[config.mk]
export PLATFORM = sky130hd
export DESIGN_NAME = psum_requant_drain_flat
export DESIGN_NICKNAME = d
export VERILOG_FILES = /design/src/rtl/psum_requant_drain_if.sv /design/src/rtl/psum_requant_drain.sv /design/src/flat_wrapper.sv
export SDC_FILE = /design/constraint.sdc
export NUM_CORES = 1
export LEC_CHECK = 0
export ABC_AREA = 1
export CORE_ASPECT_RATIO = 1.1
export CORE_UTILIZATION = 50
export DETAILED_ROUTE_END_ITERATION = 12
export PLACE_DENSITY = 0.77
export REMOVE_ABC_BUFFERS = 1
export SLEW_MARGIN = 20
export SYNTH_ARGS = -nofsm -noshare
export SYNTH_HDL_FRONTEND = slang
export SYNTH_SLANG_ARGS = --single-unit
export TNS_END_PERCENT = 1
[constraint.sdc]
create_clock -name clock -period 3.2 [get_ports clock]
set_clock_uncertainty 0.05 [all_clocks]
set_input_delay 0.48 -clock clock [delete_from_list [all_inputs] [get_ports clock]]
set_output_delay 0.48 -clock clock [all_outputs]
set_load 0.05 [all_outputs]
[src/rtl/psum_requant_drain_if.sv]
// Valid/ready word stream with a row/tile "last" marker travelling alongside the data.
interface psum_requant_drain_if #(
    parameter int W = 16
) ();
    logic         valid;
    logic         ready;
    logic [W-1:0] data;
    logic         last;

    modport master (output valid, output data, output last, input ready);
    modport slave  (input valid, input data, input last, output ready);
endinterface

[src/rtl/psum_requant_drain.sv]
// Requantises sign-magnitude accumulator words to operand format (round, saturate, optional ReLU)
// and buffers the results in a show-ahead FIFO.
module psum_requant_drain #(
    parameter int DEC_PART  = 3,
    parameter int MANT_PART = 12,
    parameter int FLAG      = 1,
    parameter int DEPTH     = 4,
    parameter int CNT_W     = 16,
    localparam int ACC_W    = 2*DEC_PART + 2*MANT_PART + FLAG + 1,
    localparam int OUT_W    = DEC_PART + MANT_PART + 1,
    localparam int LVL_W    = $clog2(DEPTH) + 1
) (
    input  logic                   clock,
    input  logic                   rst,
    input  logic                   relu_en,
    input  logic                   clear_stats,
    psum_requant_drain_if.slave    in_bus,
    psum_requant_drain_if.master   out_bus,
    output logic [CNT_W-1:0]       sat_count,
    output logic [LVL_W-1:0]       fifo_level
);

    localparam int AW   = $clog2(DEPTH);
    localparam int RM_W = ACC_W - MANT_PART;
    localparam logic [RM_W-1:0] MAXMAG = RM_W'((1 << (OUT_W-1)) - 1);

    logic            s1_valid;
    logic            s1_sign;
    logic            s1_last;
    logic [RM_W-1:0] s1_rmag;
    logic            accept;
    logic [LVL_W:0]  occ;

    // Credit counts the word sitting in S1 so it always has a FIFO slot on the next edge.
    assign occ          = {1'b0, fifo_level} + {{LVL_W{1'b0}}, s1_valid};
    assign in_bus.ready = occ < (LVL_W+1)'(DEPTH);
    assign accept       = in_bus.valid & in_bus.ready;

    always_ff @(posedge clock) begin
        if (rst) begin
            s1_valid <= 1'b0;
            s1_sign  <= 1'b0;
            s1_last  <= 1'b0;
            s1_rmag  <= '0;
        end else begin
            s1_valid <= accept;
            if (accept) begin
                s1_sign <= in_bus.data[ACC_W-1];
                s1_last <= in_bus.last;
                s1_rmag <= {1'b0, in_bus.data[ACC_W-2:MANT_PART]}
                           + RM_W'(in_bus.data[MANT_PART-1]);
            end
        end
    end

    logic             sat;
    logic [OUT_W-2:0] wmag;
    logic [OUT_W-1:0] wdata;

    always_comb begin
        sat   = s1_rmag > MAXMAG;
        wmag  = sat ? MAXMAG[OUT_W-2:0] : s1_rmag[OUT_W-2:0];
        wdata = {s1_sign && (wmag != '0), wmag};
        if (relu_en && wdata[OUT_W-1]) begin
            wdata = '0;
        end
    end

    logic [OUT_W-1:0] mem_data [DEPTH];
    logic [DEPTH-1:0] mem_last;
    logic [AW-1:0]    wr_ptr;
    logic [AW-1:0]    rd_ptr;
    logic             push;
    logic             pop;

    assign push = s1_valid;
    assign pop  = out_bus.valid & out_bus.ready;

    always_ff @(posedge clock) begin
        if (rst) begin
            wr_ptr     <= '0;
            rd_ptr     <= '0;
            fifo_level <= '0;
        end else begin
            if (push) wr_ptr <= wr_ptr + AW'(1);
            if (pop)  rd_ptr <= rd_ptr + AW'(1);
            case ({push, pop})
                2'b10:   fifo_level <= fifo_level + LVL_W'(1);
                2'b01:   fifo_level <= fifo_level - LVL_W'(1);
                default: fifo_level <= fifo_level;
            endcase
        end
    end

    always_ff @(posedge clock) begin
        if (push) begin
            mem_data[wr_ptr] <= wdata;
            mem_last[wr_ptr] <= s1_last;
        end
    end

    assign out_bus.valid = fifo_level != '0;
    assign out_bus.data  = out_bus.valid ? mem_data[rd_ptr] : '0;
    assign out_bus.last  = out_bus.valid ? mem_last[rd_ptr] : 1'b0;

    always_ff @(posedge clock) begin
        if (rst || clear_stats) begin
            sat_count <= '0;
        end else if (push && sat && (sat_count != '1)) begin
            sat_count <= sat_count + CNT_W'(1);
        end
    end

endmodule

[src/flat_wrapper.sv]
// flat-port wrapper written by rule: the top's interface ports become plain ports
module psum_requant_drain_flat 
#(
    parameter int DEC_PART  = 3,
    parameter int MANT_PART = 12,
    parameter int FLAG      = 1,
    parameter int DEPTH     = 4,
    parameter int CNT_W     = 16,
    localparam int ACC_W    = 2*DEC_PART + 2*MANT_PART + FLAG + 1,
    localparam int OUT_W    = DEC_PART + MANT_PART + 1,
    localparam int LVL_W    = $clog2(DEPTH) + 1
)
  (clock, rst, relu_en, clear_stats, sat_count, fifo_level, in_bus_valid, in_bus_data, in_bus_last, in_bus_ready, out_bus_valid, out_bus_data, out_bus_last, out_bus_ready);
  psum_requant_drain_if #(.W(32)) in_bus_i ();
  psum_requant_drain_if #(.W(16)) out_bus_i ();
  input  logic clock;
  input  logic rst;
  input  logic relu_en;
  input  logic clear_stats;
  output logic [CNT_W-1:0] sat_count;
  output logic [LVL_W-1:0] fifo_level;
  input wire logic [$bits(in_bus_i.valid)-1:0] in_bus_valid;
  input wire logic [$bits(in_bus_i.data)-1:0] in_bus_data;
  input wire logic [$bits(in_bus_i.last)-1:0] in_bus_last;
  output wire logic [$bits(in_bus_i.ready)-1:0] in_bus_ready;
  output wire logic [$bits(out_bus_i.valid)-1:0] out_bus_valid;
  output wire logic [$bits(out_bus_i.data)-1:0] out_bus_data;
  output wire logic [$bits(out_bus_i.last)-1:0] out_bus_last;
  input wire logic [$bits(out_bus_i.ready)-1:0] out_bus_ready;
  assign in_bus_i.valid = in_bus_valid;
  assign in_bus_i.data = in_bus_data;
  assign in_bus_i.last = in_bus_last;
  assign in_bus_ready = in_bus_i.ready;
  assign out_bus_valid = out_bus_i.valid;
  assign out_bus_data = out_bus_i.data;
  assign out_bus_last = out_bus_i.last;
  assign out_bus_i.ready = out_bus_ready;
  psum_requant_drain #(.DEC_PART(DEC_PART), .MANT_PART(MANT_PART), .FLAG(FLAG), .DEPTH(DEPTH), .CNT_W(CNT_W)) u_core (.clock(clock), .rst(rst), .relu_en(relu_en), .clear_stats(clear_stats), .in_bus(in_bus_i), .out_bus(out_bus_i), .sat_count(sat_count), .fifo_level(fifo_level));
endmodule
==> flow_metrics.tcl <==
set metrics [dict create \
    worstPathRequired_ps 2670 \
    die-area_um2 11700 \
    period_minus_slack_ps 2904 \
    track_usage_pct 22.60 \
    post_cts_buffers 0 \
    power_mw 5.612 \
    path_common_cell "buf_4" \
    yosysWarnings 0 \
    die_h_um 113.4 \
    yosys_register_bits 116 \
    period_share_pct 90.74 \
    fin_cells 919 \
    finalHoldViolations 0 \
    synth_ff_type "edfxtp_1" \
    num_vias 4740 \
    wire_per_inst_um 13.76 \
    synth_cell_type_count 30 \
    syn_area_um2 5638 \
    viasPerCell 5.158 \
    core_um2 10960 \
    ir_drop_uv 451.7 \
    cts_buffer_depth 2 \
    cts_resized 0 \
    grt_start_max_net_pins 33 \
    port_buffers 65 \
    synth_edf_count 68 \
    synthCells 691 \
    rsz0062_at_grt "false" \
    pre_cts_ws_ps 662.1 \
    dp.cells 887 \
    path_clk_slew_ps 50 \
    critPathMaxFanout 32 \
    status "finished clean" \
    drive_above_1_share_pct 8.938 \
    gp_congestion 0.8567 \
    ant_nets 0 \
    ctsHoldBuffers 0 \
    antenna_found_initial 0 \
    cts_buffers 17 \
    crit_type "flip-flop to primary output" \
    route.detailed.drc 0 \
    start_util_pct 51.44 \
    async_flop_share_pct 0 \
    clkLatencyLatePin_ps 410 \
    avgSynthCellArea_um2 8.159 \
    slew_viol_final 0 \
    synthToLayoutAreaGrowth_pct 23.68 \
    layout_commonest_cell "nand2_1" \
    powerDensity_nw_per_um2 804.9 \
    relSlewSlack_pct 45.06 \
    crit_chain "buf_4 > inv_1 > o21ai_0 > a21oi_1 > buf_4" \
    final_cell_mix "153 x nand2_1, 122 x nor2_1, 86 x inv_1, 68 x edfxtp_1, 59 x o21ai_0" \
    seq_area_frac_synth_pct 53.26 \
    grt_pass1_wl_um 19840 \
    grt_pass1_vias 4344 \
    cts_tree "yes" \
    setup.worst_path.end_class "primary output" \
    max_freq_ghz 0.3444 \
    tns_ps 0 \
    cap_violations 0 \
    fin_nets 807 \
    ios 77 \
    antenna_cells 0 \
    finalSetupViolations 0 \
    dp_hpwl_um 8312 \
    die_w_um 103.2 \
    htree_levels 4 \
    worst_ep_arrival_time_ps 2370 \
    crit_family "buffers and inverters" \
    wl_um 12650 \
    grt_overflow_total 0 \
    holdCritPathClass "flip-flop to flip-flop" \
    fin_ws_ps 296.3 \
    slowest_delay_ps 620 \
    cp_slowest_cell "inv_1" \
    rows 40 \
    critPathBufInv 3 \
    drt-pass1-iter-count 5 \
    p_leak_nw 2.790 \
    worst_slew_pin_slew_ps 823.3 \
    drt-initial-drc-count 307 \
    clock-root-buffer "clkbuf_16" \
    clock-sinks 116 \
    start_kind "flip-flop" \
]
-- final timing paths --
kind                                     start                           endpoint  slack [ps]  cells after the start
max                                  flip-flop                   out_bus_data[11]         300                      5
min                u_core.s1_sign$_SDFFE_PP0P_        u_core.s1_sign$_SDFFE_PP0P_         430                      2
max reg2reg  u_core.fifo_level[0]$_SDFFE_PP0P_  u_core.fifo_level[2]$_SDFFE_PP0P_         870                     10
min reg2reg        u_core.s1_sign$_SDFFE_PP0P_        u_core.s1_sign$_SDFFE_PP0P_         430                      2
-- synthesized netlist by cell type (2+ instances only) --
cell type    n  area [µm²]
a21oi_1     48       240.2
inv_1       86       322.8
o21ai_0     59       295.3
nor2_4       3       33.78
nand3_1     27       135.1
dfxtp_1     48       960.9
nand2_2      3       18.77
nor3_1       2       10.01
xnor2_1      5       43.79
nand2_1    153       574.3
or2_1        3       18.77
buf_2        7       35.03
a21oi_2      7       61.31
ha_1         8       100.1
edfxtp_1    68        2042
xor2_1       8       70.07
nand4_1     11       68.82
clkbuf_1    12       45.04
nor2_1     122       457.9
-- power by group --
group          switching, mW  total (mW)  internal (mW)  leakage [nW]
clock                  0.694        1.93           1.23         0.292
sequential            0.0752        1.86           1.79          1.00
combinational           1.31        1.82          0.510          1.50
total                   2.08        5.61           3.53          2.79
-- tightest hold or removal path, delay by kind of cell, from the launching register on --
kind | cells | cell delay, ps
flip-flops | 1 | 320
AO/OA/AOI/OAI | 1 | 60
AND/OR/NAND/NOR | 1 | 60
-- registers in the layout, indices dropped and copies added (netlist names), named ones only --
register           count
u_core.wr_ptr          2
u_core.rd_ptr          2
u_core.s1_last         1
u_core.s1_sign         1
u_core.s1_rmag        20
u_core.fifo_level      3
u_core.push            1
u_core.mem_data       64
u_core.mem_last        4
u_core.sat_count      16
-- layout make-up --
type,count,area (µm²)
Fill cell,888,3988
Multi-Input combinational cell,465,2193
Tap cell,147,183.9
Clock inverter,14,176.4
Clock buffer,18,429.2
Timing Repair Buffer,70,648.1
Inverter,89,339.1
Sequential cell,116,3003
-- stage by stage --
step | hold slack, ps | instance area, µm² | util (%)
final | 434.1 | 6973 | 63.62
after floorplan | 402.2 | 5535 | -
after CTS | 432.0 | 6973 | 63.62
after global placement | 415.8 | 6367 | 58.09
after detailed placement | 423.6 | 6367 | 58.09
after global routing | 465.9 | 6973 | 63.62
-- kinds of logic (layout without fill, tap and decap cells) --
| group | count (synthesis) | count (layout) | synth area share [%] |
|---|---|---|---|
| adders and majority gates | 9 | 9 | 2.131 |
| DFF | 116 | 116 | 53.26 |
| AOI/OAI and AO/OA | 116 | 116 | 10.85 |
| buffers and inverters | 110 | 191 | 7.834 |
| xor gates and xnor gates | 13 | 13 | 2.020 |
| and+or+nand+nor | 327 | 327 | 23.90 |
-- routing by layer --
metal / vias up / global-route usage (%) / share of wire, %
met5: - / 0 / 0
met4: 0 / 9.765 / 1.6
met3: 21 / 6.434 / 6.0
met2: 169 / 39.11 / 52
met1: 2177 / 25.81 / 40
li1: 2373 / - / -
No activity file was read; power rests on OpenSTA's default activity.
